===== src/rtl/frame_buffer_arbiter.sv =====
// Frame-buffer port arbiter: queued pixel writes and display reads share
// one memory port; a starvation counter forces a write after a read run.
module frame_buffer_arbiter #(
   parameter int FIFO_DEPTH   = 4,
   parameter int STARVE_LIMIT = 4
) (
   input  logic        mainClk,
   input  logic        nreset,
   input  logic        wrValid,
   input  logic [9:0]  wrX,
   input  logic [8:0]  wrY,
   input  logic [3:0]  wrData,
   output logic        wrReady,
   input  logic        rdReq,
   input  logic [9:0]  rdX,
   input  logic [8:0]  rdY,
   output logic        rdReady,
   output logic        rdValid,
   output logic [3:0]  rdData,
   output logic [18:0] memAddr,
   output logic        memWe,
   output logic [3:0]  memWdata,
   input  logic [3:0]  memRdata,
   output logic        wrDropped,
   output logic        frameDone
);

   localparam int PW = (FIFO_DEPTH > 1) ? $clog2(FIFO_DEPTH) : 1;
   localparam int CW = $clog2(FIFO_DEPTH + 1);
   localparam int SW = $clog2(STARVE_LIMIT + 1);

   typedef enum logic [1:0] {
      GNT_IDLE,
      GNT_RD,
      GNT_WR
   } gnt_t;

   logic [18:0]   qAddr [FIFO_DEPTH];
   logic [3:0]    qData [FIFO_DEPTH];
   logic          qLast [FIFO_DEPTH];
   logic [PW-1:0] head;
   logic [PW-1:0] tail;
   logic [CW-1:0] count;
   logic [SW-1:0] starveCnt;
   logic          rdPend;

   logic          empty;
   logic          full;
   logic          wrInRange;
   logic          wrLast;
   logic          push;
   logic          drop;
   logic [18:0]   wrAddr;
   logic [18:0]   rdAddr;
   logic          starved;
   gnt_t          gnt;
   logic          rdGrant;
   logic          wrGrant;

   assign empty     = (count == '0);
   assign full      = (count == CW'(FIFO_DEPTH));
   assign wrReady   = ~full;
   assign wrInRange = (wrX < 10'd640) && (wrY < 9'd480);
   assign wrLast    = (wrX == 10'd639) && (wrY == 9'd479);
   assign push      = wrValid & wrReady & wrInRange;
   assign drop      = wrValid & wrReady & ~wrInRange;

   // full 19-bit products; 479*640+639 = 307199 fits
   assign wrAddr = ({10'd0, wrY} * 19'd640) + {9'd0, wrX};
   assign rdAddr = ({10'd0, rdY} * 19'd640) + {9'd0, rdX};

   assign starved = (starveCnt >= SW'(STARVE_LIMIT));

   always_comb begin
      gnt = GNT_IDLE;
      if (rdReq && (empty || !starved)) begin
         gnt = GNT_RD;
      end else if (!empty) begin
         gnt = GNT_WR;
      end
   end

   assign rdGrant = (gnt == GNT_RD);
   assign wrGrant = (gnt == GNT_WR);
   assign rdReady = rdGrant;

   always_ff @(posedge mainClk) begin
      if (push) begin
         qAddr[tail] <= wrAddr;
         qData[tail] <= wrData;
         qLast[tail] <= wrLast;
      end
   end

   always_ff @(posedge mainClk or negedge nreset) begin
      if (!nreset) begin
         head  <= '0;
         tail  <= '0;
         count <= '0;
      end else begin
         if (push) begin
            tail <= (tail == PW'(FIFO_DEPTH - 1)) ? '0 : tail + 1'b1;
         end
         if (wrGrant) begin
            head <= (head == PW'(FIFO_DEPTH - 1)) ? '0 : head + 1'b1;
         end
         if (push && !wrGrant) begin
            count <= count + 1'b1;
         end else if (!push && wrGrant) begin
            count <= count - 1'b1;
         end
      end
   end

   always_ff @(posedge mainClk or negedge nreset) begin
      if (!nreset) begin
         starveCnt <= '0;
      end else if (wrGrant || empty) begin
         starveCnt <= '0;
      end else if (rdGrant && !starved) begin
         starveCnt <= starveCnt + 1'b1;
      end
   end

   always_ff @(posedge mainClk or negedge nreset) begin
      if (!nreset) begin
         memAddr   <= '0;
         memWe     <= 1'b0;
         memWdata  <= '0;
         frameDone <= 1'b0;
         rdPend    <= 1'b0;
         rdValid   <= 1'b0;
         wrDropped <= 1'b0;
      end else begin
         memWe     <= wrGrant;
         frameDone <= wrGrant & qLast[head];
         rdPend    <= rdGrant;
         rdValid   <= rdPend;
         wrDropped <= wrDropped | drop;
         if (wrGrant) begin
            memAddr  <= qAddr[head];
            memWdata <= qData[head];
         end else if (rdGrant) begin
            memAddr <= rdAddr;
         end
      end
   end

   // memory returns data the cycle after the address register loads
   assign rdData = rdValid ? memRdata : 4'd0;

endmodule


===== config.mk =====
export PLATFORM = sky130hd
export DESIGN_NAME = frame_buffer_arbiter
export DESIGN_NICKNAME = d
export VERILOG_FILES = /design/src/rtl/frame_buffer_arbiter.sv
export SDC_FILE = /design/constraint.sdc
export NUM_CORES = 1
export LEC_CHECK = 0
export ABC_AREA = 1
export CAP_MARGIN = 20
export CORE_AREA = 2 2 125 127
export CTS_CLUSTER_SIZE = 12
export DETAILED_ROUTE_END_ITERATION = 6
export DIE_AREA = 0 0 127 129
export GPL_ROUTABILITY_DRIVEN = 0
export PLACE_DENSITY = 0.74
export SYNTH_ARGS = -nofsm -noshare
export SYNTH_HDL_FRONTEND = slang
export SYNTH_SLANG_ARGS = --single-unit
export TNS_END_PERCENT = 50

===== constraint.sdc =====
create_clock -name mainClk -period 4.12 [get_ports mainClk]
set_input_delay 0.824 -clock mainClk [delete_from_list [all_inputs] [get_ports mainClk]]
set_output_delay 0.824 -clock mainClk [all_outputs]
set_load 0.05 [all_outputs]

== After elaboration in Yosys (flattened, before gate mapping) ==
Memory sizes are Yosys's and may differ from the RTL's. A register that Yosys moved wholly into a read port is not among the register bits.
Index checks and enable logic that the tools add are counted.

* Register bits after elaboration: 34
* Bits in latches: 0
* Memory bits (writable): 96
* ROM bits: 0
* Bits of input ports: 50
* Output and inout port bits: 33
* Word-level logic and storage cells: 68
* Memories kept: 3

{| class="wikitable"
|+ Memories
! name !! words !! bits a word !! read ports !! clocked after Yosys merged registers in !! wr ports !! RTL line !! source
|-
| qAddr || 4 || 19 || 1 || 0 || 1 || 38 || <nowiki>logic [18:0] qAddr [FIFO_DEPTH];</nowiki>
|-
| qData || 4 || 4 || 1 || 1 || 1 || 39 || <nowiki>logic [3:0] qData [FIFO_DEPTH];</nowiki>
|-
| qLast || 4 || 1 || 1 || 0 || 1 || 40 || <nowiki>logic qLast [FIFO_DEPTH];</nowiki>
|}

* Add/subtract/negate cells: 7
* $mul: 2
* Div/mod/pow operators: 0
* $lt $le $gt $ge: 3
* Equal/unequal tests: 7
* Shift operators: 0
* Multiplexer cells: 13
* Bitwise logic cells: 7
* Reduce and logical (&&, ||, !) cells: 16

{| class="wikitable"
|+ Operators with widths
! cell !! number
|-
| 19-bit by 10-bit adder with 19-bit output || 2
|-
| 19-bit 2-to-1 mux || 2
|-
| 9-bit by 3-bit multiplier with 12-bit output, second input constant || 2
|-
| 3-bit 2-to-1 mux || 4
|-
| 10-bit equality test, second input constant || 1
|-
| 10-bit < comparator, second input constant || 1
|-
| 9-bit equality test, second input constant || 1
|-
| 9-bit < comparator, second input constant || 1
|-
| 2-bit 2-to-1 mux || 4
|-
| 3-bit by 1-bit adder with 3-bit output, second input constant || 2
|-
| 2-bit equality test, second input constant || 3
|-
| 1-bit logical AND || 6
|-
| 2-bit nonzero test || 3
|-
| 2-bit by 1-bit adder with 2-bit output, second input constant || 2
|-
| 1-bit bitwise AND || 4
|-
| 1-bit zero test || 4
|-
| 4-bit 2-to-1 mux || 1
|-
| 3-bit equality test, second input constant || 1
|-
| 3-bit >= comparator, second input constant || 1
|-
| 3-bit zero test || 1
|-
| 3-bit by 1-bit subtractor with 3-bit output, second input constant || 1
|-
| 2-bit by 1-bit equality test with 1-bit output, second input constant || 1
|-
| 1-bit logical OR || 2
|-
| 1-bit 2-to-1 mux || 2
|-
| 2 further kinds || 3
|}

== Logic depth before layout (Yosys ltp) ==
Gate-level depths: netlist of the first run.

* Depth in word-level cells: 9
* Depth in mapped cells: 14
* Depth with buffers taken out: 14

== Worst setup path after synthesis of the first run ==
OpenSTA, ideal clock, no wires.

* Path type: input -> register
* Start: input port wrY[1]
* End: memory qAddr[0][17], data pin
* Library setup time: 0.266 ns
* Data arrival time: 2.607 ns
* Required time: 3.854 ns
* Slack: 1.247 ns
* Cell stages on the path: 9
* Path buffers: 0
* Path through: ha_1 ha_1 fa_1 xor2_1 nand3_1 nor3_2 nand2_1 nand2_1 nand2_1

* Longest elaborated chain between the ends: 2

{| class="wikitable"
|+ RTL lines
! element !! RTL line !! source
|-
| start: declaration || 11 || <nowiki>input logic [8:0] wrY,</nowiki>
|-
| 9-bit by 3-bit multiplier with 12-bit output || 69 || <nowiki>assign wrAddr = ({10'd0, wrY} * 19'd640) + {9'd0, wrX};</nowiki>
|-
| 19-bit by 10-bit adder with 19-bit output || 69 ||
|-
| via wrAddr[17] || 53 || <nowiki>logic [18:0] wrAddr;</nowiki>
|-
| end: declaration || 38 ||
|}

The timed path passes the listed nets, and every way through them passes these cells.

== Worst setup path in the final report of the first run ==
* Start: input port rdReq
* End: output port rdReady

* Longest elaborated chain between the ends: 3

{| class="wikitable"
|+ RTL lines
! element !! RTL line !! source
|-
| start: declaration || 14 || <nowiki>input logic rdReq,</nowiki>
|-
| 1-bit logical AND || 76 || <nowiki>if (rdReq && (empty || !starved)) begin</nowiki>
|-
| 2-bit 2-to-1 mux || 76 ||
|-
| 2-bit by 1-bit equality test with 1-bit output || 83 || <nowiki>assign rdGrant = (gnt == GNT_RD);</nowiki>
|-
| end: declaration || 17 || <nowiki>output logic rdReady,</nowiki>
|}

No other way between the ends.

==> reports/results.txt, run 1 <==
The startpoint identified for the worst hold timing path is rdPend. The die covers 16400 µm². Dividing the final minimum period by the clock period gives 81.9%. The logs give 0 for the number of warnings printed during yosys synthesis and 0 for the number of violations of the max-capacitance limit. Dividing the detail-routed wire length by the instance count gives 15.8 µm. The cell count of the worst reg-to-reg path was 10.

For this design the top-level I/O count stands at 83. The run gives 0.366 mV as the maximum ir drop on the vdd rail. Leaving out fill and tap cells, the most frequent cells in the layout are sky130_fd_sc_hd__nand2_1, sky130_fd_sc_hd__edfxtp_1, sky130_fd_sc_hd__nor2_1. In this run the worst path has a maximum fanout of 11.

The path category of the worst min-delay check is reg2reg. For this run, the top clock speed supported by timing is 296 MHz. The iteration count of the initial detailed-routing pass was 5; the share of final-layout standard cells stronger than drive strength 1 was 6.91%. Traced cell by cell, the critical path runs through clkdlybuf4s50_1, nand2_2, inv_2, clkdlybuf4s50_1. After clock tree synthesis, the setup repair step added 0 buffers. The cell area that synthesis handed to floorplanning was 6650 µm². Total number of clock tree sinks: 134. The startpoint kind of the worst setup timing path was an input port. The run finished with clean final reports.

Number of CTS-inserted buffers: 17. The synthesized area divided by synthesized cell count was 10.3 µm². Detailed placement finished with a half-perimeter wire length of 10000 µm. In the routed design, unresolved DRC markers number 0.

The transition time at the pin with the least slew margin works out to 0.888 ns. The final count of negative-setup-slack endpoints is 0. The total congestion overflow is 0. The worst flop-to-flop path endpoint was count[2]. Kind of end point of the critical path: an output port. From left edge to right edge, the die measures 127 µm. The final layout contains 835 nets. The floorplan step defined a core boundary enclosing 15000 µm². In this run the critical register-to-register path is launched from count[0]. The most numerous cell on the critical path is sky130_fd_sc_hd__clkdlybuf4s50_1. Synthesized netlist net count: 743. The cell family contributing the most delay on the critical path is buffers and inverters. The tools report the via count of the first global-routing pass as 4904. At the worst endpoint, the required time is 3.30 ns.

The logs give 51 for the pin count of the biggest net entering global routing and 0.00549 W for the total power draw. Synthesis instantiated 38 different standard cells from the library. The worst setup path is of the in2out kind. The standard-cell row count is 45. The vertical die dimension is 129 µm. Setup repair after global routing left no endpoint under its margin.

The tools report the cell at the root of the clock tree as sky130_fd_sc_hd__clkbuf_16. The maximum single-stage delay on the critical path came out at 0.84 ns. Summing the sequential cell areas from Yosys gives 57.7% of the chip area. In the synthesized netlist, the number of instances is 647.

For this design the static power due to leakage is 3.42 nW. Final setup skew: 0.0131 ns. The largest individual stage delay along the critical path comes from the cell sky130_fd_sc_hd__clkdlybuf4s50_1. In this run the tool buffered the top-level ports with 82 buffer cells. Along the worst hold path, the cell count comes to 0. Dividing total power by cell area gives a power density of 662 nW/µm². 0 antenna diodes ended up in the layout. The number of hold violations in the final report came out at 0. The number of antenna violations at the first check in global routing came out at 0. The commonest non-fill, non-tap cell in the layout was sky130_fd_sc_hd__nand2_1. The routed layout has 4968 vias.

The critical path arrival is 2.55 ns. The hold-critical path endpoint is rdValid. The synthesized design contains 134 register bits. After layout, the minimum clock period comes to 3.38 ns. The setup check on the worst reg-to-reg path leaves a slack of 1.80 ns.

The number of max-slew violations in the final report was 0. Once the floorplan was initialized, standard cells occupied 44.4% of the core. The run gives 40.7% as the max-slew headroom at the worst pin. The routed design has 14800 µm of wire. Hold buffer count at cts: 0. TritonCTS built the clock tree. The clock tree synthesis step divided the H-tree into 4 levels. The clock reaches the later pin of the worst-skew pair after 0.42 ns.

In the global route stage, overall resource usage came out at 18.5%. The count of nets left with antenna violations once routing finished came out at 0. In the routed layout, each cell is associated on average with a via count of 5.29. The clock passes through at most 2 buffers.

Counting both buffers and inverters, the worst setup path holds a total of 3. For the global-route wire length before repair, the log shows 23500 µm. The violation count after the first detailed-route iteration is 316. The logs give 0 ns for the total negative slack for setup checks and 0 for the number of cells upsized or downsized after cts. The clock transition at the register clock pins on the worst setup and hold paths after CTS came out at 0.06 ns. From synthesis to final layout, the design area changed by 24.8%.
## worst register-to-register path, stage by stage (launching register included)
cell and delay [ns]:
sky130_fd_sc_hd__dfrtp_1 0.42, sky130_fd_sc_hd__nor2_1 0.08, sky130_fd_sc_hd__nand2_1 0.16, sky130_fd_sc_hd__nand3_1 0.28
sky130_fd_sc_hd__inv_1 0.24, sky130_fd_sc_hd__ha_1 0.17, sky130_fd_sc_hd__inv_1 0.06, sky130_fd_sc_hd__fa_1 0.38
sky130_fd_sc_hd__a21oi_1 0.14, sky130_fd_sc_hd__o21ai_0 0.11, sky130_fd_sc_hd__xor2_1 0.15
## synthesized netlist by cell type, drive strengths merged
master | count | area, µm²
o211ai | 3 | 22.5
o31a | 1 | 8.76
nor4b | 1 | 8.76
o22ai | 16 | 100
clkbuf | 10 | 37.5
nor2 | 94 | 363
a22oi | 8 | 60.1
edfxtp | 96 | 2880
dfrtp | 38 | 951
and3 | 1 | 6.26
o21bai | 1 | 7.51
nand2 | 103 | 389
nor3 | 3 | 20.0
inv | 56 | 210
nand3b | 1 | 7.51
or2 | 1 | 6.26
fa | 5 | 100
buf | 8 | 45.0
ha | 41 | 513
xor2 | 14 | 130
nand3 | 38 | 190
a21oi | 24 | 120
mux2 | 1 | 11.3
clkinv | 1 | 3.75
a21boi | 1 | 7.51
nand4 | 7 | 43.8
o21ai | 64 | 320
xnor2 | 4 | 42.6
a31oi | 6 | 37.5
## stage by stage
step           cell area (µm²)  setup slack [ns]  hold WS (ns)  cells  utilization, %
3_5_place_dp              7690             0.528         0.338    908            51.4
6_report                  8300             0.745         0.357    940            55.4
2_1_floorplan             6650              1.25         0.331    647               -
5_1_grt                   8300             0.699         0.358    940            55.4
3_3_place_gp              7690             0.646         0.337    908            51.4
4_1_cts                   8300             0.744         0.352    940            55.4
## power by group
part | switching (W) | leakage (nW) | total, W | internal [W]
sequential | 0.000125 | 1.33 | 0.00190 | 0.00177
clock | 0.000567 | 0.287 | 0.00153 | 0.000960
combinational | 0.00141 | 1.80 | 0.00207 | 0.000657
total | 0.00211 | 3.42 | 0.00549 | 0.00339
## metal layers
layer | global-route usage (%) | up-vias | share of wire, %
met5 | 0 | - | 0
met4 | 7.69 | 0 | 1.9
met3 | 4.07 | 22 | 6.3
met2 | 31.8 | 171 | 49
met1 | 22.9 | 2341 | 43
li1 | - | 2434 | -
## cell type report
type	instances	area (µm²)
fillers	1224	6680
flip-flops and latches	134	3830
multi-input cells	438	2530
repair buffers	91	883
clock buffers	19	433
well taps	188	235
inverters	57	214
clock inverters	13	170
## flip-flops by register name (all words and copies together) (netlist names), 2 cells and up
| register | cells |
|---|---|
| memWdata | 4 |
| qAddr | 76 |
| head | 2 |
| memAddr | 19 |
| count | 3 |
| qData | 16 |
| tail | 2 |
| starveCnt | 3 |
| qLast | 4 |
## logic make-up after synthesis
family,Yosys count,synth area share [%]
mux,1,0.169
compound gates,124,10.3
simple gates,249,15.6
flops,134,57.7
fa+ha+maj,46,9.22
xor+xnor,18,2.60
buf+inv,75,4.46
## worst max-delay path by stage
stage | endpoint | slack [ns] | startpoint | cells past startpoint
2_1_floorplan | qAddr[0][17] | 1.25 | wrY[1] | 9
3_3_place_gp | qAddr[0][17] | 0.65 | wrY[1] | 10
3_5_place_dp | qAddr[3][17] | 0.53 | wrY[1] | 10
4_1_cts | rdReady | 0.74 | rdReq | 4
5_1_grt | rdReady | 0.70 | rdReq | 4
6_report | rdReady | 0.74 | rdReq | 4
(Power assumes the default switching activity.)
==> inputs of run 2 (changes only) <==
==> constraint.sdc (replaced) <==
create_clock -name mainClk -period 3.4 [get_ports mainClk]
set_input_delay 0.68 -clock mainClk [delete_from_list [all_inputs] [get_ports mainClk]]
set_output_delay 0.68 -clock mainClk [all_outputs]
set_load 0.05 [all_outputs]
==> run 2 against run 1 <==
- utilization grew 0.45 points
- non-clock buffer count grew 6
- die area is the same
- critical path depth grew 7
==> reports/results.txt, run 2 (same netlist as run 1, synthesis figures left out) <==
The number of cells on the worst reg-to-reg path is 6. The hold-critical path endpoint is rdValid. Summing all placed instances gives a cell area of 7780 µm². The number of antenna violations at the first check in global routing was 0; the number of I/O port buffers was 82. Across all layers, the routed design uses 4970 vias. Summed over all layers, the routed wires come to 14200 µm. The fraction of the core area covered by cells at the end of the flow was 55.8%; the hold buffer count at cts was 0. In the finished design, the share of the clock period the worst path needs comes to 86.0%. Dividing total power by cell area gives a power density of 787 nW/µm². In this run the count of I/O pins placed on the die edge is 83. The count of buffers added by post-CTS timing repair for setup came out at 0.

The via count of the first global-routing pass was 5030. The run finished with clean final reports. The detail route stage leaves a number of antenna-violating nets equal to 0.

Entering global routing, the biggest net connects 39 pins. After detailed routing, the average wire length per cell comes to 15.0 µm. In the routed design, unresolved DRC markers number 0.

For the pin with the worst max-slew slack, the measured transition is 0.893 ns. For this run, the total global-route usage over all layers was measured as 18.2%. From left edge to right edge, the die measures 127 µm. The worst register-to-register path has a setup slack of 1.10 ns.

The cell at the root of the clock tree is sky130_fd_sc_hd__clkbuf_16. The floorplan has 45 rows. Data on the critical path arrives at its endpoint at 3.13 ns. The region available for standard cell placement spans 15000 µm². The count of fill cells added during filler insertion was 1263. The source-to-sink clock delay at the later pin of the worst-skew pair is 0.41 ns. The startpoint identified for the worst register-to-register timing path is count[0].

The die covers 16400 µm². The starting density of the core was 44.4%. The register with the most flip-flops in the layout has 76 of them. The tools report the iteration count of the initial detailed-routing pass as 5. The critical path is of the in2reg type. The final count of negative-setup-slack endpoints is 0.

TritonCTS built the clock tree. For the number of max-slew violations in the final report, the log shows 0. The clock transition at the register clock pins on the worst setup and hold paths after CTS was 0.06 ns. The number of stages on the worst hold path is 0.

The startpoint of the tightest hold check path is rdPend. The finished cells cover 8360 µm². The library cells used most frequently in the layout, excluding fill and tap cells, are sky130_fd_sc_hd__nand2_1, sky130_fd_sc_hd__edfxtp_1, sky130_fd_sc_hd__nor2_1.

Maximum ir drop on the vdd rail: 0.366 mV. Post-CTS repair changed the size of 0 cells. The tools report the number of CTS-inserted buffers as 17.

The first routing iteration left 283 violations. Based on the critical path, the design can be clocked at up to 342 MHz. Ranked by flip-flop count, first place goes to qAddr. Setup repair after global routing left no endpoint under its margin. 0 antenna diodes ended up in the layout.

The library cell used most frequently in the layout, excluding fill and tap cells, is sky130_fd_sc_hd__nand2_1. In the final layout, the registers with the most flip-flops are qAddr: 76 flops, memAddr: 19 flops, qData: 16 flops. The floorplan step set the die height to 129 µm. No sink is reached through more buffers than the 2 on the longest clock path. CTS saw 134 sinks. Using the TritonRoute via totals, the vias-per-cell ratio works out to 5.25. The tool flagged a number of max-cap violations equal to 0. Summed over all failing endpoints, the final setup total negative slack is 0 ns. On the final layout, the worst clock skew is 0.00995 ns. The logs give 3.45 nW for the leakage dissipation and 0 for the number of hold violations in the final report. The first global-routing pass estimated 23400 µm of wire.

Kind of end point of the critical path: a register. The total congestion overflow was 0. STA classifies the critical path startpoint as an input port. The run gives 4 as the count of H-tree levels built during CTS. The clock period could shrink to 2.92 ns. For the net count of the finished layout, the log shows 841.

Compared with the post-synthesis result, the final layout area differs by 25.8%. The path category of the worst min-delay check is reg2reg. The worst flop-to-flop path endpoint is memAddr[13]. The top fanout value on the critical path is 4, and the share of final-layout standard cells stronger than drive strength 1 is 7.92%.

For the worst setup path, the data required time is 3.61 ns. In this run the tightest slew margin relative to its limit is 40.2%. Detailed placement ended at an HPWL of 9800 µm.
[run 2: cell types whose count changed in the layout (fill, tap and decap cells not counted), moves of 2 or more]
cell,previous run,this run
sky130_fd_sc_hd__clkinv_2,0,2
sky130_fd_sc_hd__buf_12,0,4
sky130_fd_sc_hd__clkbuf_1,2,0
sky130_fd_sc_hd__buf_4,9,12
[run 2: where the power goes]
| part | switching [W] | leakage (nW) | internal [W] |
|---|---|---|---|
| Combinational | 0.00165 | 1.85 | 0.000833 |
| Sequential | 0.000192 | 1.33 | 0.00214 |
| Clock | 0.000683 | 0.276 | 0.00108 |
| Total | 0.00252 | 3.45 | 0.00406 |
[run 2: worst max-delay path by stage]
| stage | start | to | slack, ns | cells past startpoint |
|---|---|---|---|---|
| 2_1_floorplan | wrY[1] | qAddr[0][17] | 0.67 | 9 |
| 3_3_place_gp | wrY[3] | qAddr[3][17] | 0.19 | 10 |
| 3_5_place_dp | wrY[3] | qAddr[2][16] | 0.06 | 11 |
| 4_1_cts | wrY[3] | qAddr[0][16] | 0.48 | 11 |
| 5_1_grt | rdY[1] | memAddr[17] | 0.29 | 15 |
| 6_report | wrY[3] | qAddr[2][16] | 0.48 | 11 |
[run 2: critical path: stages]
cell and delay [ns]:
sky130_fd_sc_hd__clkdlybuf4s50_1 0.51, sky130_fd_sc_hd__ha_1 0.26, sky130_fd_sc_hd__ha_1 0.24, sky130_fd_sc_hd__fa_1 0.43, sky130_fd_sc_hd__xor2_1 0.22, sky130_fd_sc_hd__buf_4 0.15
sky130_fd_sc_hd__nand2_1 0.08, sky130_fd_sc_hd__nor2_4 0.10, sky130_fd_sc_hd__nand2_1 0.06, sky130_fd_sc_hd__nor2_2 0.11, sky130_fd_sc_hd__xor2_1 0.29
[run 2: final cells by class]
cell class	instances	area [µm²]	share of cell area [%]
clock inverters	15	153	1.83
multi-input cells	438	2530	30.2
clock buffers	17	425	5.09
well taps	188	235	2.81
repair buffers	97	976	11.7
inverters	57	214	2.56
flip-flops and latches	134	3830	45.8
[run 2: stage by stage]
stage,hold WS [ns],worst slack (ns),instances,power [W]
floorplan,0.331,0.671,647,0.00399
global route,0.368,0.288,946,0.00696
CTS,0.370,0.481,946,0.00661
finish,0.363,0.478,946,0.00658
global placement,0.334,0.192,914,0.00476
detailed placement,0.355,0.0609,914,0.00484
[run 2: layer usage]
metal	global-route usage, %	part of all wire [%]	wire [µm]	vias to the layer above
li1	-	-	-	2441
met1	23.2	44	6160	2364
met2	30.7	49	6890	148
met3	3.70	6.0	845	17
met4	7.43	1.8	251	0
met5	0	0	0	-
==> inputs of run 3 (changes only) <==
--- a/config.mk
+++ b/config.mk
@@ -7,10 +7,10 @@
 export LEC_CHECK = 0
 export ABC_AREA = 1
 export CAP_MARGIN = 20
-export CORE_AREA = 2 2 125 127
+export CORE_AREA = 2 2 114 139
 export CTS_CLUSTER_SIZE = 12
 export DETAILED_ROUTE_END_ITERATION = 6
-export DIE_AREA = 0 0 127 129
+export DIE_AREA = 0 0 116 141
 export GPL_ROUTABILITY_DRIVEN = 0
 export PLACE_DENSITY = 0.74
 export SYNTH_ARGS = -nofsm -noshare
==> run 3 against run 2 <==
- flip-flop and latch count unchanged
- largest cell class unchanged
- power grew 0.72%
- wire length down 1.7%
- critical endpoint is now qAddr[0][17]
- via count fell by 1.0%
- combinational power about the same
- worst setup slack better by 0.071 ns
- clock-buffer cell count is 1 higher
- clock skew down 0.0038 ns
- first-iteration DRC count rose by 14%
- register-to-register slack gained 0.17 ns
- global-route usage shrank 0.56 points
- utilization fell by 0.24 points
==> reports/results.txt, run 3 (same netlist as run 1, synthesis figures left out) <==
Setup violations remaining at the end of the flow were counted as 0. The first TritonRoute pass finished after 4 iterations. The number of antenna diodes in the final layout is 0. The remaining design rule violation count is 0. The analysis attributes to cell leakage a power of 3.47 nW. Across the routed clock network, the largest skew measured is 0.00619 ns. VDD sags by at most 0.371 mV. The I/O pin count is 83, and the pin count of the biggest net entering global routing is 51.

The share of the clock period used by the worst path is 83.9%, and the top fanout value on the critical path is 4. Leaving out fill and tap cells, the most frequent cell in the layout is sky130_fd_sc_hd__nand2_1. The logs give 0.41 ns for the source-to-sink clock delay at the later pin of the worst-skew pair and 323 for the violation count after the first detailed-route iteration.

TritonCTS created 17 clock buffers. Once layout is done, the placed cells without fillers occupy 8420 µm². At the pin with the least slew margin, the transition time is 0.886 ns. The tools report the total number of clock tree sinks as 134. On the critical path, the stage with the largest delay is an instance of sky130_fd_sc_hd__clkdlybuf4s50_1.

For the detailed-route via count, the log shows 4919. In this run, post-CTS repair resized a total of 0 instances. Among the stages of the critical path, the cell type that occurs most often is sky130_fd_sc_hd__nand2_1. The placed wire-length estimate after detailed placement is 9510 µm. For this design the total switching power over the nets is 0.00253 W.

The tools report the global-route wire length before repair as 22300 µm. The routed design could run at a clock period as short as 2.85 ns. The clock tree buffer depth was 2; the number of violations of the max-capacitance limit was 0. Of the total power, combinational logic draws 37.9%.

For the worst setup path, the data required time is 3.55 ns. For the starting density of the core, the log shows 43.9%. The count of fill cells added during filler insertion came out at 1298.

The run gives 7820 µm² as the placement-stage cell area. The count of H-tree levels built during CTS is 4. Post-CTS timing repair inserted 0 buffers for setup. Final routed wirelength across all metal layers: 13900 µm.

After floorplanning, the core was divided into 50 placement rows. The run gives 0 ns as the total negative slack for setup checks. The path category of the worst min-delay check was reg2reg. The count of buffering cells on the critical path with inverters included is 1, and the net count of the finished layout is 842. After clock tree synthesis, the clock-pin slew on the worst setup and hold paths is 0.06 ns. The signal on the critical path passes through clkdlybuf4s50_1, ha_1, ha_1, fa_1, xor2_1, nand3_1, nor3_2, nand2_1, nand2_1, nand2_1. Final routed wire length divided by cell count: 14.4 µm. Dividing the detail-routed via count by the number of cells gives 5.09.

Global routing used 17.7% of the available tracks across all layers. Dividing total power by cell area gives a power density of 787 nW/µm². The run finished with clean final reports. The share of final-layout standard cells stronger than drive strength 1 came out at 8.30%.

The portion of total power attributed to the clock network was 27.6%; the via count of the first global-routing pass was 4630. TritonCTS built the clock tree. Measured against its own limit, the worst slew margin works out to 40.9%.

The largest single stage delay on the critical path is 0.52 ns. The startpoint kind of the worst setup timing path is an input port. Relative to the synthesized area, the layout overhead comes to 26.7%. The tree is rooted in a sky130_fd_sc_hd__clkbuf_16. In this design, the largest share of critical-path delay is due to adder cells. The floorplan step defined a die boundary enclosing 16400 µm². The register share of total power came out at 34.5%. The register with the most flip-flops in the layout has 76 of them. For the critical path arrival, the log shows 3.00 ns.

Number of antenna violations at the first check in global routing: 0. For this design, the CTS-stage hold fixing added 0 buffers. Setup repair after global routing left no endpoint under its margin. For the cell internal power dissipation, the log shows 0.00409 W. In the final layout, the registers with the most flip-flops are qAddr: 76 flops, memAddr: 19 flops, qData: 16 flops. The total congestion overflow came out at 0. The register name with the most flops was qAddr. The die boundary width was 116 µm; the fraction of power spent switching nets was 38.2%. For the number of hold violations in the final report, the log shows 0. The logs give 0 for the number of max-slew violations in the final report and 351 MHz for the highest achievable clock rate. Once detail routing completed, the nets flagged for antenna violations numbered 0. Input and output buffers added on the ports amount to 82. Core region area: 15100 µm². In the layout the commonest cells are sky130_fd_sc_hd__nand2_1, sky130_fd_sc_hd__edfxtp_1, sky130_fd_sc_hd__nor2_1. STA classifies the critical path endpoint as a register. The type of the setup path with the least slack is in2reg.

The vertical die dimension was 141 µm.
-- run 3: area by class of cell --
class,instances,area (µm²),share of cell area [%]
Timing Repair Buffer,98,983,11.7
Clock buffer,18,439,5.22
Sequential cell,134,3830,45.5
Tap cell,208,260,3.09
Multi-Input combinational cell,438,2530,30.0
Inverter,57,214,2.54
Clock inverter,14,161,1.92
-- run 3: power by group through the flow --
stage / registers [W] / logic [W] / clock network (W)
after global routing: 0.00232 / 0.00275 / 0.00192
after detailed placement: 0.00232 / 0.00251 / 0
after global placement: 0.00231 / 0.00247 / 0
after floorplan: 0.00281 / 0.00118 / 0
after CTS: 0.00229 / 0.00252 / 0.00185
final: 0.00229 / 0.00251 / 0.00183
-- run 3: final timing paths --
path	cells after the start	from	end	slack, ns
max reg2reg	11	count[0]	count[2]	1.27
max in group asynchronous	1	nreset	starveCnt[0]	2.45
min reg2reg	0	rdPend	rdValid	0.35
min in group asynchronous	1	nreset	memAddr[16]	0.37
min	0	rdPend	rdValid	0.35
max	10	wrY[3]	qAddr[0][17]	0.55
-- run 3: metrics by stage --
stage	worst slack, ns	util (%)	std cells	power (W)	hold WS (ns)
3_5_place_dp	0.132	51.6	935	0.00482	0.342
3_3_place_gp	0.180	51.6	935	0.00478	0.334
4_1_cts	0.560	55.6	967	0.00666	0.353
6_report	0.548	55.6	967	0.00663	0.350
5_1_grt	0.365	55.6	967	0.00699	0.368
2_1_floorplan	0.671	-	647	0.00399	0.331
-- run 3: layer usage --
metal,wire (µm),track usage [%],vias up
met1,6120,22.7,2321
met3,590,3.31,22
met4,235,6.45,0
met2,6960,29.7,123
met5,0,0,-
li1,-,-,2453
